--- src/rtl/apb_param_regfile.sv ---
// APB4 slave register file with configurable width, depth and wait states.
// Adds per-register read-only protection, pslverr signalling and a hardware update port per register.
module apb_param_regfile #(
    parameter int                   DATA_W      = 16,
    parameter int                   ADDR_W      = 8,
    parameter int                   NUM_REGS    = 4,
    parameter int                   WAIT_STATES = 0,
    parameter logic [NUM_REGS-1:0]  RO_MASK     = '0,
    parameter logic [DATA_W-1:0]    RESET_VAL   = '0
) (
    input  logic                         pclk,
    input  logic                         presetn,
    input  logic                         psel,
    input  logic                         penable,
    input  logic                         pwrite,
    input  logic [ADDR_W-1:0]            paddr,
    input  logic [DATA_W-1:0]            pwdata,
    input  logic [DATA_W/8-1:0]          pstrb,
    output logic [DATA_W-1:0]            prdata,
    output logic                         pready,
    output logic                         pslverr,
    input  logic [NUM_REGS-1:0]          hw_we,
    input  logic [NUM_REGS*DATA_W-1:0]   hw_wdata,
    output logic [NUM_REGS*DATA_W-1:0]   reg_q
);

    localparam int NUM_LANES = DATA_W / 8;

    typedef enum logic {
        IDLE,
        ACCESS
    } state_t;

    state_t            state;
    state_t            state_next;
    logic [3:0]        cnt;
    logic [3:0]        cnt_next;
    logic [DATA_W-1:0] regs      [NUM_REGS];
    logic [DATA_W-1:0] regs_next [NUM_REGS];

    logic              complete;
    logic              hit_valid;
    logic              hit_ro;
    logic              err;
    logic              apb_wr;
    logic [DATA_W-1:0] rd_data;
    logic [DATA_W-1:0] strb_mask;

    always_comb begin
        state_next = state;
        cnt_next   = cnt;
        case (state)
            IDLE: begin
                if (psel && !penable) begin
                    state_next = ACCESS;
                    cnt_next   = 4'(WAIT_STATES);
                end
            end
            ACCESS: begin
                if (!psel) begin
                    state_next = IDLE;
                end else if (cnt != 4'd0) begin
                    cnt_next = cnt - 4'd1;
                end else begin
                    state_next = IDLE;
                end
            end
            default: state_next = IDLE;
        endcase
    end

    assign complete = (state == ACCESS) && psel && (cnt == 4'd0);

    // Address decode by comparison so paddr wider than the register index never over-indexes.
    always_comb begin
        hit_valid = 1'b0;
        hit_ro    = 1'b0;
        rd_data   = '0;
        for (int i = 0; i < NUM_REGS; i++) begin
            if (paddr == ADDR_W'(i)) begin
                hit_valid = 1'b1;
                hit_ro    = RO_MASK[i];
                rd_data   = regs[i];
            end
        end
    end

    assign err    = !hit_valid || (pwrite && hit_ro);
    assign apb_wr = complete && pwrite && !err;

    always_comb begin
        strb_mask = '0;
        for (int k = 0; k < NUM_LANES; k++) begin
            strb_mask[k*8 +: 8] = {8{pstrb[k]}};
        end
    end

    // Hardware load first, then strobed APB lanes on top, so a collision keeps hw data in unstrobed lanes.
    always_comb begin
        for (int i = 0; i < NUM_REGS; i++) begin
            regs_next[i] = regs[i];
            if (hw_we[i]) begin
                regs_next[i] = hw_wdata[i*DATA_W +: DATA_W];
            end
            if (apb_wr && (paddr == ADDR_W'(i))) begin
                regs_next[i] = (regs_next[i] & ~strb_mask) | (pwdata & strb_mask);
            end
        end
    end

    always_ff @(posedge pclk) begin
        if (!presetn) begin
            state <= IDLE;
            cnt   <= 4'd0;
            for (int i = 0; i < NUM_REGS; i++) begin
                regs[i] <= RESET_VAL;
            end
        end else begin
            state <= state_next;
            cnt   <= cnt_next;
            for (int i = 0; i < NUM_REGS; i++) begin
                regs[i] <= regs_next[i];
            end
        end
    end

    assign pready  = complete;
    assign pslverr = complete && err;
    assign prdata  = (complete && !pwrite && !err) ? rd_data : '0;

    for (genvar g = 0; g < NUM_REGS; g++) begin : g_reg_q
        assign reg_q[g*DATA_W +: DATA_W] = regs[g];
    end

endmodule
--- config.mk ---
export PLATFORM = sky130hd
export DESIGN_NAME = apb_param_regfile
export DESIGN_NICKNAME = d
export VERILOG_FILES = /design/src/rtl/apb_param_regfile.sv
export SDC_FILE = /design/constraint.sdc
export NUM_CORES = 1
export LEC_CHECK = 0
export CORE_MARGIN = 4
export CORE_UTILIZATION = 42
export DETAILED_ROUTE_END_ITERATION = 8
export PLACE_DENSITY = 0.77
export SLEW_MARGIN = 20
export SYNTH_ARGS = -nofsm -noshare
export SYNTH_HDL_FRONTEND = slang
export SYNTH_SLANG_ARGS = --single-unit
export TNS_END_PERCENT = 20
--- constraint.sdc ---
create_clock -name pclk -period 3.7 [get_ports pclk]
set_input_delay 0.925 -clock pclk [delete_from_list [all_inputs] [get_ports pclk]]
set_output_delay 0.925 -clock pclk [all_outputs]
set_load 0.01 [all_outputs]
==> impl_metrics.csv <==
group,metric,value,unit
final_layout,instances_no_fill,732,
sta,final.setup_skew,12.2,ps
final_layout,fin_util,69.0,%
sta,worstMarginPinSlew,727,ps
final_layout,n_antenna_cell,0,
synthesis,synth.avg_cell_area,10.1,sq um
grt,antenna_found_initial,0,
synthesis,yosysUniqueCellTypes,39,
drt,dr.pass1.iters,5,
drt,via_count,4179,
sta,finalSetupTns,0,ps
floorplan,coreArea,9280,sq um
synthesis,yosys-top-cells-area,"dfxtp_1 34%, mux2_2 18%, o211ai_1 12%",
cts,clock_path_buffers,2,
job,drv_cap,0,
worst_hold_path,hold_path_class,"flip-flop to flip-flop",
synthesis,synthFlopType,"dfxtp_1",
final_layout,nets,698,
floorplan,dieArea,11200,sq um
cts,cts_sinks,69,
cts,holdBufCountCts,0,
drt,wire_per_inst,20.6,microns
floorplan,ios,181,
synthesis,ys_warn_count,0,
synthesis,yosys-top-cells-count,"69 x dfxtp_1, 66 x o21ai_0, 65 x o211ai_1",
synthesis,synth_nets,499,
floorplan,rows,35,
sta,rsz0062_at_grt,"no",
sta,hold_viol_final,0,
floorplan,chipWidth,106,microns
synthesis,synth_top_area_share,34.3,%
floorplan,fp.dieH,106,microns
sta,fmax,0.277,GHz
grt,grt_max_degree,47,
pwr,leakagePower,2.43,nW
sta,hold_ws,518,ps
sta,period_needed,3610,ps
status,status,"finished clean",
synthesis,synth_area,4030,sq um
final_layout,syn_to_final_growth,59.1,%
drt,route.detailed.drc,0,
placed_design,hpwl,10.7,mm
critical_path,path_max_fanout,4,
drt,drt_wl_total,15.1,mm
cts,clock_latency,340,ps
sta,relSlewSlack,51.5,%
drt,drt_iter0_drc,232,
sta,fin_crit_sh,97.7,%
cts,clockRootBuffer,"clkbuf_8",
final_layout,drive_gt1_share,29.4,%
synthesis,syn_inst,399,
pwr,ir_worst_vdd,197,uV
cts,cts_tree,"done",
critical_path,crit_required,2770,ps
drt,final_antenna_net_count,0,
final_layout,multi_input_area,2460,sq um
synthesis,async_reset_ff_share,0,%
drt,vias_per_cell,5.71,
synthesis,synth-seq-cells,69,
grt,grt_pass1_wl,23.3,mm
critical_path,worstSetupPathType,"primary input to primary output",
placed_design,finalWeightedCongestion,0.825,
cts,clk_pin_slew,70,ps
placed_design,placed_cells,699,
synthesis,yosysTopAreaCell,"dfxtp_1",
pwr,p_per_area,309,nW/um^2
synthesis,synth-edff-count,0,
grt,grt_overflow,0,
grt,grt_pass1_vias,4259,
critical_path,crit_path_end_kind,"primary output",
final_layout,n_fill_cell,713,
synthesis,yosysSeqAreaShare,34.3,%
floorplan,start_util,43.4,%
sta,setup_violations,0,
final_layout,ff_latch_area,1380,sq um
cts,cts_max_level,3,
synthesis,synth_most_common_cell,"dfxtp_1",
sta,slew_violations,0,
grt,grtUsageTotal,26.4,%
critical_path,critPathLaunchType,"primary input",
cts,cts_made_buffers,9,
pwr,p_total,1.98,mW
critical_path,arrival,2690,ps
placed_design,portBuffers,180,
registers in the layout (all words and copies together) (netlist names):
register	flops
regs	64
cnt	4
state	1
area by class of cell:
| class | instances | area share, % |
|---|---|---|
| Multi-Input combinational cell | 286 | 38.4 |
| Timing Repair Buffer | 224 | 33.5 |
| Sequential cell | 69 | 21.5 |
| Tap cell | 129 | 2.52 |
| Clock buffer | 13 | 2.48 |
| Clock inverter | 3 | 1.05 |
| Inverter | 8 | 0.468 |
power by group:
part           switching, mW  leakage, nW  internal [mW]
Clock                  0.293        0.110          0.418
Sequential            0.0325        0.569          0.784
Combinational          0.168         1.76          0.283
Total                  0.493         2.43           1.48
cells in the final DEF (no fill, tap or decap), drive strengths merged:
cell,netlist,layout
a21boi,1,1
a21oi,2,2
and2,2,2
and2b,6,6
and3,1,1
and4,2,2
and4b,1,1
buf,9,58
bufinv,0,2
clkbuf,28,13
clkdlybuf4s50,0,160
clkinvlp,0,1
dfxtp,69,69
dlygate4sd2,0,4
dlymetal6s2s,0,2
ha,1,1
inv,8,8
mux2,64,64
mux4,16,16
nand2,19,19
nand2b,5,5
nand3,1,1
nand4,6,6
nand4b,1,1
nor2,3,3
nor2b,11,11
nor3,2,2
nor3b,1,1
nor4,1,1
o211ai,65,65
o21a,1,1
o21ai,66,66
or2,2,2
or3,2,2
or3b,2,3
xor2,1,1
worst max-delay path, stage by stage:
cell             delay (ps)
clkdlybuf4s50_1         410
nor4_2                  190
and2_4                  220
or3b_4                  440
buf_6                   160
buf_12                  130
nor2b_4                  90
buf_2                   130
per-layer routing:
layer  routed length, microns  track usage (%)  share of wire (%)  vias to the layer above
met5                        0                0                  0                        -
met4                      480             9.90                3.2                        0
met3                     1100             4.86                7.3                       38
met2                     7430             44.2                 49                      209
met1                     6090             33.9                 40                     2020
li1                         -                -                  -                     1912
per-stage QoR:
stage                     worst slack [ps]  cell area, sq um
final                                 85.5              6410
after global placement                -375              6080
after CTS                            -89.5              6380
after global routing                  24.6              6410
after detailed placement              -393              6080
after floorplan                        524              4030
repair_timing:
| action | 4_1_cts | 5_1_grt |
|---|---|---|
| pin swaps | 2 | 2 |
| hold endpoints to repair | 0 | 0 |
| gates resized for setup | 60 | 8 |
| endpoints found under the setup margin | 16 | 19 |
| cloned | 1 | 0 |
| setup buffers | 15 | 1 |
worst paths after layout:
check                           start               endpoint  slack (ps)  depth (start not counted)
setup / recovery             paddr[4]             prdata[14]          90                          8
hold / removal    cnt[1]$_SDFFE_PN0P_    cnt[1]$_SDFFE_PN0P_         520                          2
setup reg to reg  cnt[0]$_SDFFE_PN0P_  regs[3][0]$_SDFF_PN0_        1560                          6
hold reg to reg   cnt[1]$_SDFFE_PN0P_    cnt[1]$_SDFFE_PN0P_         520                          2
kinds of logic (layout without fill, tap and decap cells):
logic type	after synthesis	after routing	synth area share [%]
buffers and inverters	45	248	5.00
multiplexers	80	80	26.8
AND/OR/NAND/NOR	68	69	12.4
XOR/XNOR	1	1	0.217
AO/OA/AOI/OAI	135	135	20.9
adder cells (fa/ha/maj)	1	1	0.311
flip-flops	69	69	34.3
No activity file was read; power rests on OpenSTA's default activity.
